$ cat src/rtl/fx_kport_if.sv
//------------------------------------------------------------------------------
// fx_kport_if
// Bundle of the signals between one K-port engine, its gate-array host side
// and the controller pad pins.
//   Host side : TRG, MOD, IOS, TXD, KD_RD (to engine); KD, END, BUSY (from engine)
//   Pad side  : KP_DIN (to engine); KP_LATCH, KP_CLK, KP_DOUT (from engine)
// Modports:
//   slave  - the engine (fx_kport)
//   master - whatever drives the host requests and models the pad
//------------------------------------------------------------------------------
interface fx_kport_if;
    logic        TRG;
    logic        MOD;
    logic        IOS;
    logic [31:0] TXD;
    logic        KD_RD;
    logic [31:0] KD;
    logic        END;
    logic        BUSY;
    logic        KP_LATCH;
    logic        KP_CLK;
    logic        KP_DOUT;
    logic        KP_DIN;

    modport slave (
        input  TRG, MOD, IOS, TXD, KD_RD, KP_DIN,
        output KD, END, BUSY, KP_LATCH, KP_CLK, KP_DOUT
    );

    modport master (
        output TRG, MOD, IOS, TXD, KD_RD, KP_DIN,
        input  KD, END, BUSY, KP_LATCH, KP_CLK, KP_DOUT
    );
endinterface

$ cat src/rtl/fx_kport.sv
//------------------------------------------------------------------------------
// fx_kport
// Serial K-port (keypad) engine for one PC-FX controller port. A trigger runs
// one 32-bit transfer on the pad pins: an optional latch pulse, then 32 bits
// clocked LSB first. The received word and an end flag are then presented to
// the gate-array KPC registers.
// Parameters:
//   DIV  - CE cycles per half bit period and latch pulse length (1..255)
// Ports:
//   CLK  - system clock
//   RESn - asynchronous active-low reset
//   CE   - clock enable; all state advances only on CE cycles
//   kp   - host and pad signals (fx_kport_if.slave)
//------------------------------------------------------------------------------
module fx_kport #(
    parameter int unsigned DIV = 4
) (
    input  logic       CLK,
    input  logic       RESn,
    input  logic       CE,
    fx_kport_if.slave  kp
);

    localparam logic [2:0] S_IDLE     = 3'd0;
    localparam logic [2:0] S_LATCH    = 3'd1;
    localparam logic [2:0] S_SHIFT_LO = 3'd2;
    localparam logic [2:0] S_SHIFT_HI = 3'd3;
    localparam logic [2:0] S_DONE     = 3'd4;

    // Phase counter reload: counts DIV-1 down to 0.
    localparam logic [7:0] PH_LOAD = 8'(DIV - 1);

    logic [2:0]  state;
    logic [7:0]  phase_cnt;
    logic [4:0]  bit_idx;
    logic        ios_r;
    logic [31:0] shreg;     // TXD on transmit, assembled word on receive
    logic [31:0] kd_r;
    logic        end_r;
    logic        busy_r;
    logic        latch_r;
    logic        kclk_r;
    logic        dout_r;

    // Pad outputs and flags are registered together with the state they
    // describe, so each output changes on the same CE edge as the state.
    // NOTE: every register here uses non-blocking assignment so all of them
    // see pre-edge values of each other, exactly like the flops they become.
    always_ff @(posedge CLK or negedge RESn) begin
        // NOTE: the shift register is reset as well, so an aborted transfer
        // leaves no partial word behind.
        if (!RESn) begin
            state     <= S_IDLE;
            phase_cnt <= '0;
            bit_idx   <= '0;
            ios_r     <= 1'b0;
            shreg     <= '0;
            kd_r      <= '0;
            end_r     <= 1'b0;
            busy_r    <= 1'b0;
            latch_r   <= 1'b0;
            kclk_r    <= 1'b1;
            dout_r    <= 1'b1;
        end else if (CE) begin
            if (kp.KD_RD)
                end_r <= 1'b0;

            case (state)
                S_IDLE: begin
                    if (kp.TRG) begin
                        ios_r     <= kp.IOS;
                        shreg     <= kp.TXD;
                        busy_r    <= 1'b1;
                        end_r     <= 1'b0;
                        bit_idx   <= '0;
                        phase_cnt <= PH_LOAD;
                        if (kp.MOD) begin
                            state   <= S_LATCH;
                            latch_r <= 1'b1;
                        end else begin
                            state  <= S_SHIFT_LO;
                            kclk_r <= 1'b0;
                            dout_r <= kp.IOS ? 1'b1 : kp.TXD[0];
                        end
                    end
                end

                S_LATCH: begin
                    if (phase_cnt == 8'd0) begin
                        state     <= S_SHIFT_LO;
                        phase_cnt <= PH_LOAD;
                        latch_r   <= 1'b0;
                        kclk_r    <= 1'b0;
                        dout_r    <= ios_r ? 1'b1 : shreg[0];
                    end else begin
                        phase_cnt <= phase_cnt - 8'd1;
                    end
                end

                S_SHIFT_LO: begin
                    if (phase_cnt == 8'd0) begin
                        // Sample coincides with the KP_CLK rising edge.
                        if (ios_r)
                            shreg[bit_idx] <= kp.KP_DIN;
                        state     <= S_SHIFT_HI;
                        phase_cnt <= PH_LOAD;
                        kclk_r    <= 1'b1;
                    end else begin
                        phase_cnt <= phase_cnt - 8'd1;
                    end
                end

                S_SHIFT_HI: begin
                    if (phase_cnt == 8'd0) begin
                        if (bit_idx == 5'd31) begin
                            state  <= S_DONE;
                            busy_r <= 1'b0;
                            dout_r <= 1'b1;
                            // NOTE: this assignment comes after the KD_RD
                            // clear above, so the set wins on a collision.
                            end_r  <= 1'b1;
                            if (ios_r)
                                kd_r <= shreg;
                        end else begin
                            state     <= S_SHIFT_LO;
                            phase_cnt <= PH_LOAD;
                            bit_idx   <= bit_idx + 5'd1;
                            kclk_r    <= 1'b0;
                            dout_r    <= ios_r ? 1'b1 : shreg[bit_idx + 5'd1];
                        end
                    end else begin
                        phase_cnt <= phase_cnt - 8'd1;
                    end
                end

                S_DONE: begin
                    state <= S_IDLE;
                end

                default: begin
                    state <= S_IDLE;
                end
            endcase
        end
    end

    assign kp.KD       = kd_r;
    assign kp.END      = end_r;
    assign kp.BUSY     = busy_r;
    assign kp.KP_LATCH = latch_r;
    assign kp.KP_CLK   = kclk_r;
    assign kp.KP_DOUT  = dout_r;

endmodule

$ cat src/flat_wrapper.sv
// flat-port wrapper written by rule: the top's interface ports become plain ports
module fx_kport_flat 
#(
    parameter int unsigned DIV = 4
)
  (CLK, RESn, CE, kp_TRG, kp_MOD, kp_IOS, kp_TXD, kp_KD_RD, kp_KP_DIN, kp_KD, kp_END, kp_BUSY, kp_KP_LATCH, kp_KP_CLK, kp_KP_DOUT);
  fx_kport_if kp_i ();
  input  logic CLK;
  input  logic RESn;
  input  logic CE;
  input wire logic [$bits(kp_i.TRG)-1:0] kp_TRG;
  input wire logic [$bits(kp_i.MOD)-1:0] kp_MOD;
  input wire logic [$bits(kp_i.IOS)-1:0] kp_IOS;
  input wire logic [$bits(kp_i.TXD)-1:0] kp_TXD;
  input wire logic [$bits(kp_i.KD_RD)-1:0] kp_KD_RD;
  input wire logic [$bits(kp_i.KP_DIN)-1:0] kp_KP_DIN;
  output wire logic [$bits(kp_i.KD)-1:0] kp_KD;
  output wire logic [$bits(kp_i.END)-1:0] kp_END;
  output wire logic [$bits(kp_i.BUSY)-1:0] kp_BUSY;
  output wire logic [$bits(kp_i.KP_LATCH)-1:0] kp_KP_LATCH;
  output wire logic [$bits(kp_i.KP_CLK)-1:0] kp_KP_CLK;
  output wire logic [$bits(kp_i.KP_DOUT)-1:0] kp_KP_DOUT;
  assign kp_i.TRG = kp_TRG;
  assign kp_i.MOD = kp_MOD;
  assign kp_i.IOS = kp_IOS;
  assign kp_i.TXD = kp_TXD;
  assign kp_i.KD_RD = kp_KD_RD;
  assign kp_i.KP_DIN = kp_KP_DIN;
  assign kp_KD = kp_i.KD;
  assign kp_END = kp_i.END;
  assign kp_BUSY = kp_i.BUSY;
  assign kp_KP_LATCH = kp_i.KP_LATCH;
  assign kp_KP_CLK = kp_i.KP_CLK;
  assign kp_KP_DOUT = kp_i.KP_DOUT;
  fx_kport #(.DIV(DIV)) u_core (.CLK(CLK), .RESn(RESn), .CE(CE), .kp(kp_i));
endmodule
$ cat config.mk
export PLATFORM = sky130hd
export DESIGN_NAME = fx_kport_flat
export DESIGN_NICKNAME = d
export VERILOG_FILES = /design/src/rtl/fx_kport_if.sv /design/src/rtl/fx_kport.sv /design/src/flat_wrapper.sv
export SDC_FILE = /design/constraint.sdc
export NUM_CORES = 1
export LEC_CHECK = 0
export CORE_ASPECT_RATIO = 1.25
export CORE_MARGIN = 4
export CORE_UTILIZATION = 40
export CTS_BUF_LIST = sky130_fd_sc_hd__clkbuf_4 sky130_fd_sc_hd__clkbuf_8
export CTS_CLUSTER_SIZE = 14
export DETAILED_ROUTE_END_ITERATION = 10
export GPL_ROUTABILITY_DRIVEN = 0
export PLACE_DENSITY_LB_ADDON = 0.05
export SLEW_MARGIN = 10
export SYNTH_ARGS = -nofsm -noshare
export SYNTH_HDL_FRONTEND = slang
export SYNTH_SLANG_ARGS = --single-unit
export TNS_END_PERCENT = 1
$ cat constraint.sdc
create_clock -name CLK -period 3.84 [get_ports CLK]
set_input_delay 0.768 -clock CLK [delete_from_list [all_inputs] [get_ports CLK]]
set_output_delay 0.768 -clock CLK [all_outputs]
set_load 0.02 [all_outputs]
==> results.sh <==
export IMPL_outcome="complete, no violations"
export IMPL_post_cts_resized=0
export IMPL_htree_levels=3
export IMPL_whs_ps=507
export IMPL_wl_per_cell_um=18.8
export IMPL_place_inst=666
export IMPL_critPathMaxFanout=12
export IMPL_layout_nets=585
export IMPL_worst_setup_path_start_kind="flip-flop"
export IMPL_met3_usage_pct=2.89
export IMPL_drt_iter0_drc=175
export IMPL_layout_drive_gt1_share_pct=14.2
export IMPL_crit_type="flip-flop to flip-flop"
export IMPL_syn_nets=524
export IMPL_hold_viol_final=0
export IMPL_cts_buffer_depth=2
export IMPL_grt_pass1_vias=3803
export IMPL_die_x_um=105
export IMPL_cts_hold_buffers=0
export IMPL_postRouteAntennaNets=0
export IMPL_post_cts_setup_buffers=0
export IMPL_area_growth_pct=21.6
export IMPL_synth_edff_count=0
export IMPL_fp_coreArea_um2=11600
export IMPL_start_util_pct=40.8
export IMPL_synth_area_um2=4720
export IMPL_grt_pass1_wl_um=20600
export IMPL_final_period_utilization_pct=75.7
export IMPL_ir_worst_vdd_mv=0.293
export IMPL_worstSkewPairLatency_ps=360
export IMPL_max_slew_margin_rel_pct=43.1
export IMPL_grtUsageMet1_pct=26.4
export IMPL_die_y_um=129
export IMPL_dpl_cell_area_um2=5510
export IMPL_cts_tree="yes"
export IMPL_num_vias=3813
export IMPL_crit_chain="inv_1, ha_1, mux4_2, mux2_2, a22o_1, a211oi_1, o41ai_1"
export IMPL_drv_cap=0
export IMPL_synth_seq_cells=86
export IMPL_async_flop_share_pct=100
export IMPL_busiest_layer="met2"
export IMPL_synth_ff_type="dfrtp_1"
export IMPL_critPathRequiredTime_ps=4120
export IMPL_antenna_cells=0
export IMPL_rsz0062_at_grt="false"
export IMPL_min_path_type="input port to async pin"
export IMPL_critPathMaxStageDelay_ps=620
export IMPL_skew_ps=12.6
export IMPL_fillers=1115
export IMPL_layout_min_cycle_time_ps=2900
export IMPL_path_clk_slew_ps=90
export IMPL_grt_overflow=0
export IMPL_yosysSeqAreaShare_pct=45.6
export IMPL_finalInstanceArea_um2=5740
export IMPL_hpwl_um=8840
export IMPL_stdcell_count=682
export IMPL_grt_met2_usage_pct=30.7
export IMPL_syn_inst=478
export IMPL_p_total_mw=3.57
export IMPL_critPathArrivalTime_ps=3190
export IMPL_worst_slew_pin_slew_ps=854
export IMPL_final_max_slew_viol_count=0
export IMPL_worstSetupEndpointType="flip-flop"
export IMPL_final_setup_tns_ps=0
export IMPL_io_buffers=76
export IMPL_root_buffer="clkbuf_8"
export IMPL_grt_max_degree=68
export IMPL_crit_slowest_cell="dfrtp_1"
export IMPL_max_freq_ghz=0.344
export IMPL_routed_wl_um=12800
export IMPL_pin_count=77
export IMPL_firstDrtPassIters=4
export IMPL_groute_usage_overall_pct=19.5
export IMPL_antenna_found_initial=0
export IMPL_pwr_density_cell_nw_per_um2=621
export IMPL_drc=0
export IMPL_setup_viol=0
export IMPL_synth_avg_cell_area_um2=9.88
export IMPL_rows=44
export IMPL_clock_sinks=86
export IMPL_yosys_warnings=0
export IMPL_die_area_um2=13600
export IMPL_cts_buffers=9
export IMPL_synth_cell_type_count=48
export IMPL_leakage_nw=2.38
export IMPL_via_per_inst=5.59
logic make-up after synthesis:
| group | Yosys count | synth area share [%] |
|---|---|---|
| adders and majority gates | 6 | 1.59 |
| xor gates and xnor gates | 3 | 0.954 |
| buffers and inverters | 41 | 4.96 |
| DFF | 86 | 45.6 |
| muxes | 47 | 14.7 |
| AOI/OAI and AO/OA | 148 | 18.0 |
| and+or+nand+nor | 147 | 14.2 |
state kept, by name, indices dropped and copies added, names as in the netlist:
register / count
u_core.bit_idx: 5
u_core.ios_r: 1
u_core.kp.BUSY: 1
u_core.kp.END: 1
u_core.kp.KD: 32
u_core.kp.KP_CLK: 1
u_core.kp.KP_DOUT: 1
u_core.kp.KP_LATCH: 1
u_core.phase_cnt: 8
u_core.shreg: 32
u_core.state: 3
final timing paths:
kind	from	end	slack, ps	depth (start not counted)
setup / recovery	u_core.bit_idx[0]$_DFFE_PN0P_	u_core.kp.KP_DOUT$_DFFE_PN1P_	940	7
hold / removal	RESn	u_core.kp.KD[5]$_DFFE_PN0P_	510	1
setup reg to reg	u_core.bit_idx[0]$_DFFE_PN0P_	u_core.kp.KP_DOUT$_DFFE_PN1P_	940	7
hold reg to reg	u_core.kp.END$_DFFE_PN0P_	u_core.kp.END$_DFFE_PN0P_	510	2
max in group asynchronous	RESn	u_core.kp.KP_CLK$_DFFE_PN1P_	2580	2
min in group CLK	u_core.kp.END$_DFFE_PN0P_	u_core.kp.END$_DFFE_PN0P_	510	2
per-layer routing:
metal | share of wire, % | vias up
met5 | 0 | -
met4 | 2.7 | 0
met3 | 3.9 | 26
met2 | 48 | 95
met1 | 46 | 1849
li1 | - | 1843
per-stage QoR:
stage          util (%)  setup slack (ps)
2_1_floorplan         -              1000
3_3_place_gp       47.6              1010
3_5_place_dp       47.6               937
4_1_cts            49.7               933
5_1_grt            49.7               775
6_report           49.7               935
worst max-delay path, delay by kind of cell, from the launching register on:
| kind | cells | cell delay [ps] |
|---|---|---|
| multiplexers | 2 | 830 |
| AO/OA/AOI/OAI | 3 | 650 |
| flip-flops | 1 | 620 |
| adder cells (fa/ha/maj) | 1 | 560 |
| buffers and inverters | 1 | 170 |
layout make-up:
| type | count | area [um^2] | area share (%) |
|---|---|---|---|
| Tap cell | 138 | 173 | 3.01 |
| Timing Repair Buffer | 82 | 803 | 14.0 |
| Clock buffer | 13 | 166 | 2.90 |
| Multi-Input combinational cell | 351 | 2340 | 40.8 |
| Sequential cell | 86 | 2150 | 37.5 |
| Inverter | 9 | 33.8 | 0.588 |
| Clock inverter | 3 | 67.6 | 1.18 |
Yosys cell counts (3+ instances only):
| cell | n | share of area (%) |
|---|---|---|
| a21oi_1 | 71 | 7.5 |
| a22o_1 | 3 | 0.56 |
| a31oi_1 | 3 | 0.40 |
| buf_1 | 6 | 0.48 |
| buf_12 | 4 | 1.7 |
| buf_2 | 6 | 0.64 |
| clkbuf_1 | 15 | 1.2 |
| dfrtp_1 | 84 | 45 |
| ha_1 | 6 | 1.6 |
| inv_1 | 9 | 0.72 |
| mux2_2 | 7 | 1.7 |
| mux2_4 | 30 | 9.5 |
| mux2i_1 | 5 | 1.1 |
| mux4_2 | 5 | 2.4 |
| nand2_1 | 79 | 6.3 |
| nand2b_1 | 8 | 1.1 |
| nand3_1 | 7 | 0.74 |
| nor2_1 | 24 | 1.9 |
| nor2b_1 | 5 | 0.66 |
| nor3_1 | 8 | 0.85 |
| o21ai_0 | 21 | 2.2 |
| o22ai_1 | 32 | 4.2 |
| o31ai_1 | 6 | 0.95 |
| or3_1 | 3 | 0.40 |
where the power goes:
group	switching (mW)	total [mW]	internal [mW]	leakage (nW)
sequential	0.329	1.48	1.16	1.08
clock	0.330	0.747	0.417	0.117
combinational	0.766	1.34	0.569	1.18
cells in the final DEF, fill, tap and decap left out, drive strengths merged, types with 3 or more instances in the layout:
master	n
dfrtp	84
nand2	80
clkdlybuf4s50	75
a21oi	71
mux2	37
o22ai	32
nor2	25
o21ai	21
clkbuf	13
nor3	10
inv	9
nand2b	8
nand3	7
buf	7
o31ai	6
ha	6
nor2b	5
mux4	5
mux2i	5
or3	4
a22o	4
a31oi	3
and3	3
No activity file was read; power rests on OpenSTA's default activity.
